<file path="config.mk">
export PLATFORM = sky130hd
export DESIGN_NAME = tetris_input
export DESIGN_NICKNAME = d
export VERILOG_FILES = /design/src/rtl/tetris_input.sv
export SDC_FILE = /design/constraint.sdc
export NUM_CORES = 1
export LEC_CHECK = 0
export CAP_MARGIN = 5
export CORE_MARGIN = 3
export CORE_UTILIZATION = 62
export DETAILED_ROUTE_END_ITERATION = 16
export GPL_TIMING_DRIVEN = 0
export MAX_ROUTING_LAYER = met4
export PLACE_DENSITY_LB_ADDON = 0.12
export SLEW_MARGIN = 20
export SYNTH_ARGS = -nofsm -noshare
export SYNTH_HDL_FRONTEND = slang
export SYNTH_SLANG_ARGS = --single-unit
</file>
<file path="constraint.sdc">
create_clock -name CLK -period 9.91 [get_ports CLK]
set_input_delay 1.982 -clock CLK [delete_from_list [all_inputs] [get_ports CLK]]
set_output_delay 1.982 -clock CLK [all_outputs]
set_load 0.02 [all_outputs]
</file>
<file path="src/rtl/tetris_input.sv">
// rtl/tetris_input.sv - button synchroniser, debouncer, auto-repeat and 4-deep event FIFO
// Button order everywhere is {killed, down, change, right, left}; index equals event code.
module tetris_input #(
    parameter int DEB_CYCLES    = 250000,
    parameter int REPEAT_DELAY  = 10000000,
    parameter int REPEAT_PERIOD = 2500000
) (
    input  logic       CLK,
    input  logic       reset,
    input  logic       left,
    input  logic       right,
    input  logic       change,
    input  logic       down,
    input  logic       killed,
    input  logic       evt_ready,
    output logic       evt_valid,
    output logic [2:0] evt_code,
    output logic [4:0] held,
    output logic       overflow
);

    localparam int DW   = (DEB_CYCLES > 1) ? $clog2(DEB_CYCLES) : 1;
    localparam int RMAX = (REPEAT_DELAY > REPEAT_PERIOD) ? REPEAT_DELAY : REPEAT_PERIOD;
    localparam int RW   = $clog2(RMAX + 1);
    localparam logic [DW-1:0] DEB_LAST    = DW'(DEB_CYCLES - 1);
    localparam logic [RW-1:0] DELAY_LAST  = RW'(REPEAT_DELAY - 1);
    localparam logic [RW-1:0] PERIOD_LAST = RW'(REPEAT_PERIOD - 1);
    localparam logic [4:0]    REP_MASK    = 5'b01011;

    logic [4:0]    w_raw;
    logic [4:0]    r_sync1, r_sync2, r_deb, r_deb_q;
    logic [DW-1:0] r_deb_cnt [5];
    logic [RW-1:0] r_rep     [5];
    logic [4:0]    r_first;
    logic [4:0]    w_press, w_rep, w_strobe;
    logic [4:0]    r_pend, w_grant, w_clr;
    logic [2:0]    w_code;
    logic          w_full, w_pop, w_push, r_overflow;
    logic [2:0]    r_mem [4];
    logic [1:0]    r_rd, r_wr;
    logic [2:0]    r_cnt;

    assign w_raw = {killed, down, change, right, left};

    always_ff @(posedge CLK or posedge reset) begin
        if (reset) begin
            r_sync1 <= '0;
            r_sync2 <= '0;
            r_deb   <= '0;
            r_deb_q <= '0;
            for (int i = 0; i < 5; i++) r_deb_cnt[i] <= '0;
        end else begin
            r_sync1 <= w_raw;
            r_sync2 <= r_sync1;
            r_deb_q <= r_deb;
            for (int i = 0; i < 5; i++) begin
                if (r_sync2[i] == r_deb[i]) begin
                    r_deb_cnt[i] <= '0;
                end else if (r_deb_cnt[i] == DEB_LAST) begin
                    r_deb[i]     <= r_sync2[i];
                    r_deb_cnt[i] <= '0;
                end else begin
                    r_deb_cnt[i] <= r_deb_cnt[i] + 1'b1;
                end
            end
        end
    end

    assign w_press = r_deb & ~r_deb_q;

    // r_first selects the initial delay; afterwards the counter restarts on each repeat strobe
    always_comb begin
        w_rep = '0;
        for (int i = 0; i < 5; i++)
            w_rep[i] = REP_MASK[i] & r_deb[i] & ~w_press[i] &
                       (r_rep[i] == (r_first[i] ? DELAY_LAST : PERIOD_LAST));
    end

    always_ff @(posedge CLK or posedge reset) begin
        if (reset) begin
            r_first <= '0;
            for (int i = 0; i < 5; i++) r_rep[i] <= '0;
        end else begin
            for (int i = 0; i < 5; i++) begin
                if (w_press[i]) begin
                    r_rep[i]   <= '0;
                    r_first[i] <= 1'b1;
                end else if (!r_deb[i]) begin
                    r_rep[i] <= '0;
                end else if (w_rep[i]) begin
                    r_rep[i]   <= '0;
                    r_first[i] <= 1'b0;
                end else begin
                    r_rep[i] <= r_rep[i] + 1'b1;
                end
            end
        end
    end

    assign w_strobe = w_press | w_rep;
    assign w_full   = (r_cnt == 3'd4);
    assign w_pop    = (r_cnt != 3'd0) & evt_ready;

    always_comb begin
        w_grant = '0;
        w_code  = 3'd0;
        if (r_pend[4])      begin w_grant = 5'b10000; w_code = 3'd4; end
        else if (r_pend[3]) begin w_grant = 5'b01000; w_code = 3'd3; end
        else if (r_pend[2]) begin w_grant = 5'b00100; w_code = 3'd2; end
        else if (r_pend[0]) begin w_grant = 5'b00001; w_code = 3'd0; end
        else if (r_pend[1]) begin w_grant = 5'b00010; w_code = 3'd1; end
    end

    assign w_push = (!w_full || w_pop) && (r_pend != 5'b00000);
    assign w_clr  = w_push ? w_grant : 5'b00000;

    always_ff @(posedge CLK or posedge reset) begin
        if (reset) begin
            r_pend     <= '0;
            r_overflow <= 1'b0;
        end else begin
            r_pend <= (r_pend & ~w_clr) | w_strobe;
            if ((w_strobe & r_pend & ~w_clr) != 5'b00000) r_overflow <= 1'b1;
        end
    end

    always_ff @(posedge CLK or posedge reset) begin
        if (reset) begin
            r_rd  <= '0;
            r_wr  <= '0;
            r_cnt <= '0;
            for (int i = 0; i < 4; i++) r_mem[i] <= '0;
        end else begin
            if (w_push) begin
                r_mem[r_wr] <= w_code;
                r_wr        <= r_wr + 1'b1;
            end
            if (w_pop) r_rd <= r_rd + 1'b1;
            r_cnt <= r_cnt + {2'b00, w_push} - {2'b00, w_pop};
        end
    end

    assign evt_valid = (r_cnt != 3'd0);
    assign evt_code  = evt_valid ? r_mem[r_rd] : 3'd0;
    assign held      = r_deb;
    assign overflow  = r_overflow;

endmodule

</file>
==> run_summary.xml <==
<?xml version="1.0" encoding="UTF-8"?>
<metrics>
  <group name="place">
    <metric name="place.gp.congestion" unit="">0.824</metric>
    <metric name="numPortBuffers" unit="">17</metric>
    <metric name="dpl_worst_slack" unit="ns">5.51</metric>
    <metric name="detailed_place_hpwl" unit="um">11900</metric>
  </group>
  <group name="synthesis">
    <metric name="synth-simple-area-share" unit="%">24.7</metric>
    <metric name="post_synth_mux_area_share" unit="%">2.45</metric>
    <metric name="syn-instance-count" unit="">980</metric>
    <metric name="synth_compound_area_share" unit="%">2.43</metric>
    <metric name="synth-seq-area-share" unit="%">52.4</metric>
    <metric name="post_synth_xor_area_fraction" unit="%">13.6</metric>
    <metric name="synth-edff-count" unit="">0</metric>
    <metric name="synth_flop_cell" unit="">dfrtp_1</metric>
    <metric name="synthDominantAreaCellType" unit="">dfrtp_1</metric>
    <metric name="synth_seq_cells" unit="">210</metric>
    <metric name="yosys.area_share.adder" unit="%">1.95</metric>
    <metric name="synth_largest_type_area_fraction" unit="%">52.4</metric>
    <metric name="synthesized_netlist_net_count" unit="">1003</metric>
    <metric name="average_cell_area_after_synthesis" unit="sq um">10.2</metric>
    <metric name="ys_async_sr_fraction" unit="%">100</metric>
    <metric name="synth_cell_types" unit="">54</metric>
    <metric name="yosysWarnings" unit="">0</metric>
    <metric name="top_cells_by_area_synth" unit="">dfrtp_1 52%, nor2_1 7.2%, xnor2_1 7.1%</metric>
    <metric name="synth_top_family_by_area" unit="">simple AND/OR/NAND/NOR gates</metric>
    <metric name="post_synth_design_cell_area" unit="sq mm">0.0100</metric>
  </group>
  <group name="power">
    <metric name="cellLeakagePower" unit="nW">4.60</metric>
    <metric name="power.share.switching" unit="%">23.0</metric>
    <metric name="p_clk_share" unit="%">42.1</metric>
    <metric name="power.density_cell_area" unit="mW/mm^2">169</metric>
    <metric name="total_switching_power" unit="mW">0.436</metric>
    <metric name="intPower" unit="mW">1.46</metric>
    <metric name="comb_power_share" unit="%">9.3</metric>
    <metric name="vdd_ir_drop_max" unit="uV">150</metric>
    <metric name="power_frac_seq" unit="%">48.7</metric>
  </group>
  <group name="drt">
    <metric name="drtAntennaViolNets" unit="">0</metric>
    <metric name="first_pass_iters" unit="">4</metric>
    <metric name="routed_wirelength" unit="um">17900</metric>
    <metric name="vias_per_cell" unit="">5.56</metric>
    <metric name="drc" unit="">0</metric>
    <metric name="wl_per_cell" unit="um">14.4</metric>
    <metric name="dr_total_vias" unit="">6934</metric>
    <metric name="drt_iter0_markers" unit="">288</metric>
  </group>
  <group name="sta">
    <metric name="timing.final.hold_violations" unit="">0</metric>
    <metric name="final-setup-viol-count" unit="">0</metric>
    <metric name="fin_worst_skew" unit="ns">0.0134</metric>
    <metric name="clock.fmax" unit="MHz">226</metric>
    <metric name="post-route-period-util" unit="%">44.6</metric>
    <metric name="worst_pin_slew" unit="ns">0.865</metric>
    <metric name="final.setup.worst_slack" unit="ns">5.49</metric>
    <metric name="finalSetupTns" unit="ns">0</metric>
    <metric name="period_needed" unit="ns">4.42</metric>
    <metric name="maxSlewHeadroom" unit="%">41.9</metric>
    <metric name="setup_repair_after_global_routing_missed_its_margin" unit="">false</metric>
    <metric name="slew_violations" unit="">0</metric>
  </group>
  <group name="setup_path">
    <metric name="critical_path_required" unit="ns">7.93</metric>
    <metric name="regToRegSetupSlack" unit="ns">7.50</metric>
    <metric name="critical_path.reg2reg.endpoint" unit="">r_cnt[2]</metric>
    <metric name="crit_fanout" unit="">5</metric>
    <metric name="worstSetupEndpointType" unit="">output port</metric>
    <metric name="cp.arrival" unit="ns">2.44</metric>
    <metric name="reg2regPathDepth" unit="">8</metric>
    <metric name="setup.worst_path.start_class" unit="">flop</metric>
    <metric name="reg2reg_from" unit="">r_cnt[1]</metric>
    <metric name="criticalPathCategory" unit="">flop to output port</metric>
  </group>
  <group name="global_routing">
    <metric name="antenna_found_initial" unit="">0</metric>
    <metric name="globalRouteOverflowTotal" unit="">0</metric>
    <metric name="grt_first_pass_wirelength" unit="um">31300</metric>
    <metric name="first_global_vias" unit="">6745</metric>
    <metric name="global_route.usage.total" unit="%">21.2</metric>
    <metric name="grt_start_max_net_pins" unit="">110</metric>
  </group>
  <group name="min_path">
    <metric name="hold_path_startpoint" unit="">r_sync1[1]</metric>
    <metric name="timing.hold.worst.class" unit="">flop to flop</metric>
    <metric name="hold_end" unit="">r_sync2[1]</metric>
    <metric name="whs_path_depth" unit="">0</metric>
  </group>
  <group name="clocking">
    <metric name="cts_htree_levels" unit="">1</metric>
    <metric name="postCtsSetupBuffers" unit="">0</metric>
    <metric name="cts.repair.resized" unit="">0</metric>
    <metric name="numCtsBuffers" unit="">23</metric>
    <metric name="cts.sink_count" unit="">210</metric>
    <metric name="tritoncts_clock_tree" unit="">built</metric>
    <metric name="clock_insertion_delay_worst_skew" unit="ns">0.50</metric>
    <metric name="cts.root.buffer_cell" unit="">clkbuf_16</metric>
    <metric name="cts_max_path_buffers" unit="">3</metric>
    <metric name="cts.hold.buffers_added" unit="">0</metric>
    <metric name="cts.clk_slew.worst_paths" unit="ns">0.06</metric>
  </group>
  <group name="floorplanning">
    <metric name="fp-row-count" unit="">45</metric>
    <metric name="initial_utilization" unit="%">64.7</metric>
    <metric name="top_level_ports" unit="">18</metric>
    <metric name="core_area" unit="sq mm">0.0155</metric>
    <metric name="die_h" unit="um">133</metric>
    <metric name="die_area" unit="sq mm">0.0177</metric>
    <metric name="chipWidth" unit="um">133</metric>
  </group>
  <group name="run_status">
    <metric name="status" unit="">finished clean</metric>
  </group>
  <group name="finish">
    <metric name="drive_gt1_share" unit="%">7.24</metric>
    <metric name="count_of_inserted_antenna_diode_cells" unit="">0</metric>
    <metric name="area.growth.synth_to_final" unit="%">11.7</metric>
    <metric name="num-nets-final" unit="">1046</metric>
  </group>
  <group name="flow_run">
    <metric name="total_of_max_cap_violations" unit="">0</metric>
  </group>
</metrics>
==> synth_stat cells (2+ instances only) <==
cell,count
buf_4,2
o211ai_1,2
nand3_1,60
nor4bb_1,3
and2_1,8
nor4b_2,2
and3_1,18
xor2_1,75
dfrtp_1,210
mux2i_1,2
buf_1,2
nand2_1,68
nor4_2,2
mux2_2,14
mux4_2,3
buf_6,2
or4_1,5
nand3b_1,3
nor4b_1,9
or3_1,4
xnor2_1,81
o22ai_1,2
inv_1,33
buf_2,6
clkbuf_1,11
and4_1,19
a22o_1,3
a22oi_1,3
ha_1,14
nor3_1,23
nand2b_1,3
a21oi_1,4
nor4_1,22
or2_2,5
nor2_1,192
nor3b_1,2
nand4b_1,5
o21ai_0,11
and4b_1,2
nand4_1,31
==> logic make-up after synthesis <==
| kind of cell | Yosys count |
|---|---|
| buffers and inverters | 56 |
| adders and majority gates | 15 |
| xor gates and xnor gates | 156 |
| and+or+nand+nor | 491 |
| muxes | 19 |
| DFF | 210 |
| AOI/OAI and AO/OA | 33 |
==> power by group through the flow <==
stage / registers [mW] / logic, mW / clock network [mW]
CTS: 0.923 / 0.181 / 0.824
detailed placement: 0.938 / 0.179 / 0
floorplan: 0.931 / 0.125 / 0
global route: 0.929 / 0.197 / 0.858
global placement: 0.937 / 0.170 / 0
finish: 0.924 / 0.176 / 0.798
==> metrics by stage <==
step           hold WS, ns  utilization, %  instances  total power [mW]  area, sq um
2_1_floorplan        0.331               -        980              1.06        10000
3_3_place_gp         0.332            67.5       1208              1.11        10500
3_5_place_dp         0.335            67.8       1209              1.12        10500
4_1_cts              0.341            72.3       1247              1.93        11200
5_1_grt              0.356            72.3       1247              1.98        11200
6_report             0.335            72.3       1247              1.90        11200
==> layer usage <==
metal	vias to the layer above	routed length (um)	GRT usage [%]
li1	3434	-	-
met1	3382	8500	29.6
met2	78	8430	33.2
met3	40	482	3.21
met4	0	485	5.60
met5	-	0	-
==> area by class of cell <==
class	count	area, sq um
flip-flops and latches	210	5260
clock inverters	5	50.0
fillers	1146	4290
multi-input cells	714	4530
well taps	211	264
plain buffers	23	116
repair buffers	18	198
inverters	33	131
clock buffers	33	653
==> critical path, stage by stage, from the launching register on <==
cell and delay [ns]:
dfrtp_1 0.32, clkbuf_1 0.30, mux4_2 0.56, and2_1 0.21, clkdlybuf4s50_1 0.55
==> cells in the final DEF, fill, tap and decap left out, types with 3 or more instances in the layout <==
master           instances
dfrtp_1                210
nor2_1                 192
xnor2_1                 81
xor2_1                  75
nand2_1                 68
nand3_1                 60
inv_1                   32
nand4_1                 31
nor3_1                  23
clkbuf_16               23
nor4_1                  22
and4_1                  19
and3_1                  18
clkbuf_1                17
clkdlybuf4s50_1         17
mux2_2                  14
ha_1                    14
o21ai_0                 11
nor4b_1                  9
and2_1                   8
buf_2                    6
or4_1                    5
nand4b_1                 5
or2_2                    5
a21oi_1                  4
or3_1                    4
clkinv_2                 4
clkbuf_8                 4
a22oi_1                  3
nor4bb_1                 3
nand3b_1                 3
nand2b_1                 3
mux4_2                   3
a22o_1                   3
==> how the worst max path moves through the flow <==
stage / startpoint / end / cells after the start
2_1_floorplan: reset / held[0] / 1
3_3_place_gp: reset / r_deb_cnt[0] / 2
3_5_place_dp: evt_ready / r_cnt[2] / 7
4_1_cts: r_rd[0] / evt_code[1] / 4
5_1_grt: r_rd[0] / evt_code[1] / 4
6_report: r_rd[0] / evt_code[1] / 4
==> sequential cells by signal, summed over array words and instances, names as in the netlist <==
| name | cells |
|---|---|
| held | 5 |
| overflow | 1 |
| r_cnt | 3 |
| r_deb_cnt | 90 |
| r_deb_q | 5 |
| r_first | 3 |
| r_mem | 12 |
| r_pend | 5 |
| r_rd | 2 |
| r_rep | 72 |
| r_sync1 | 5 |
| r_sync2 | 5 |
| r_wr | 2 |
(Power assumes the default switching activity.)
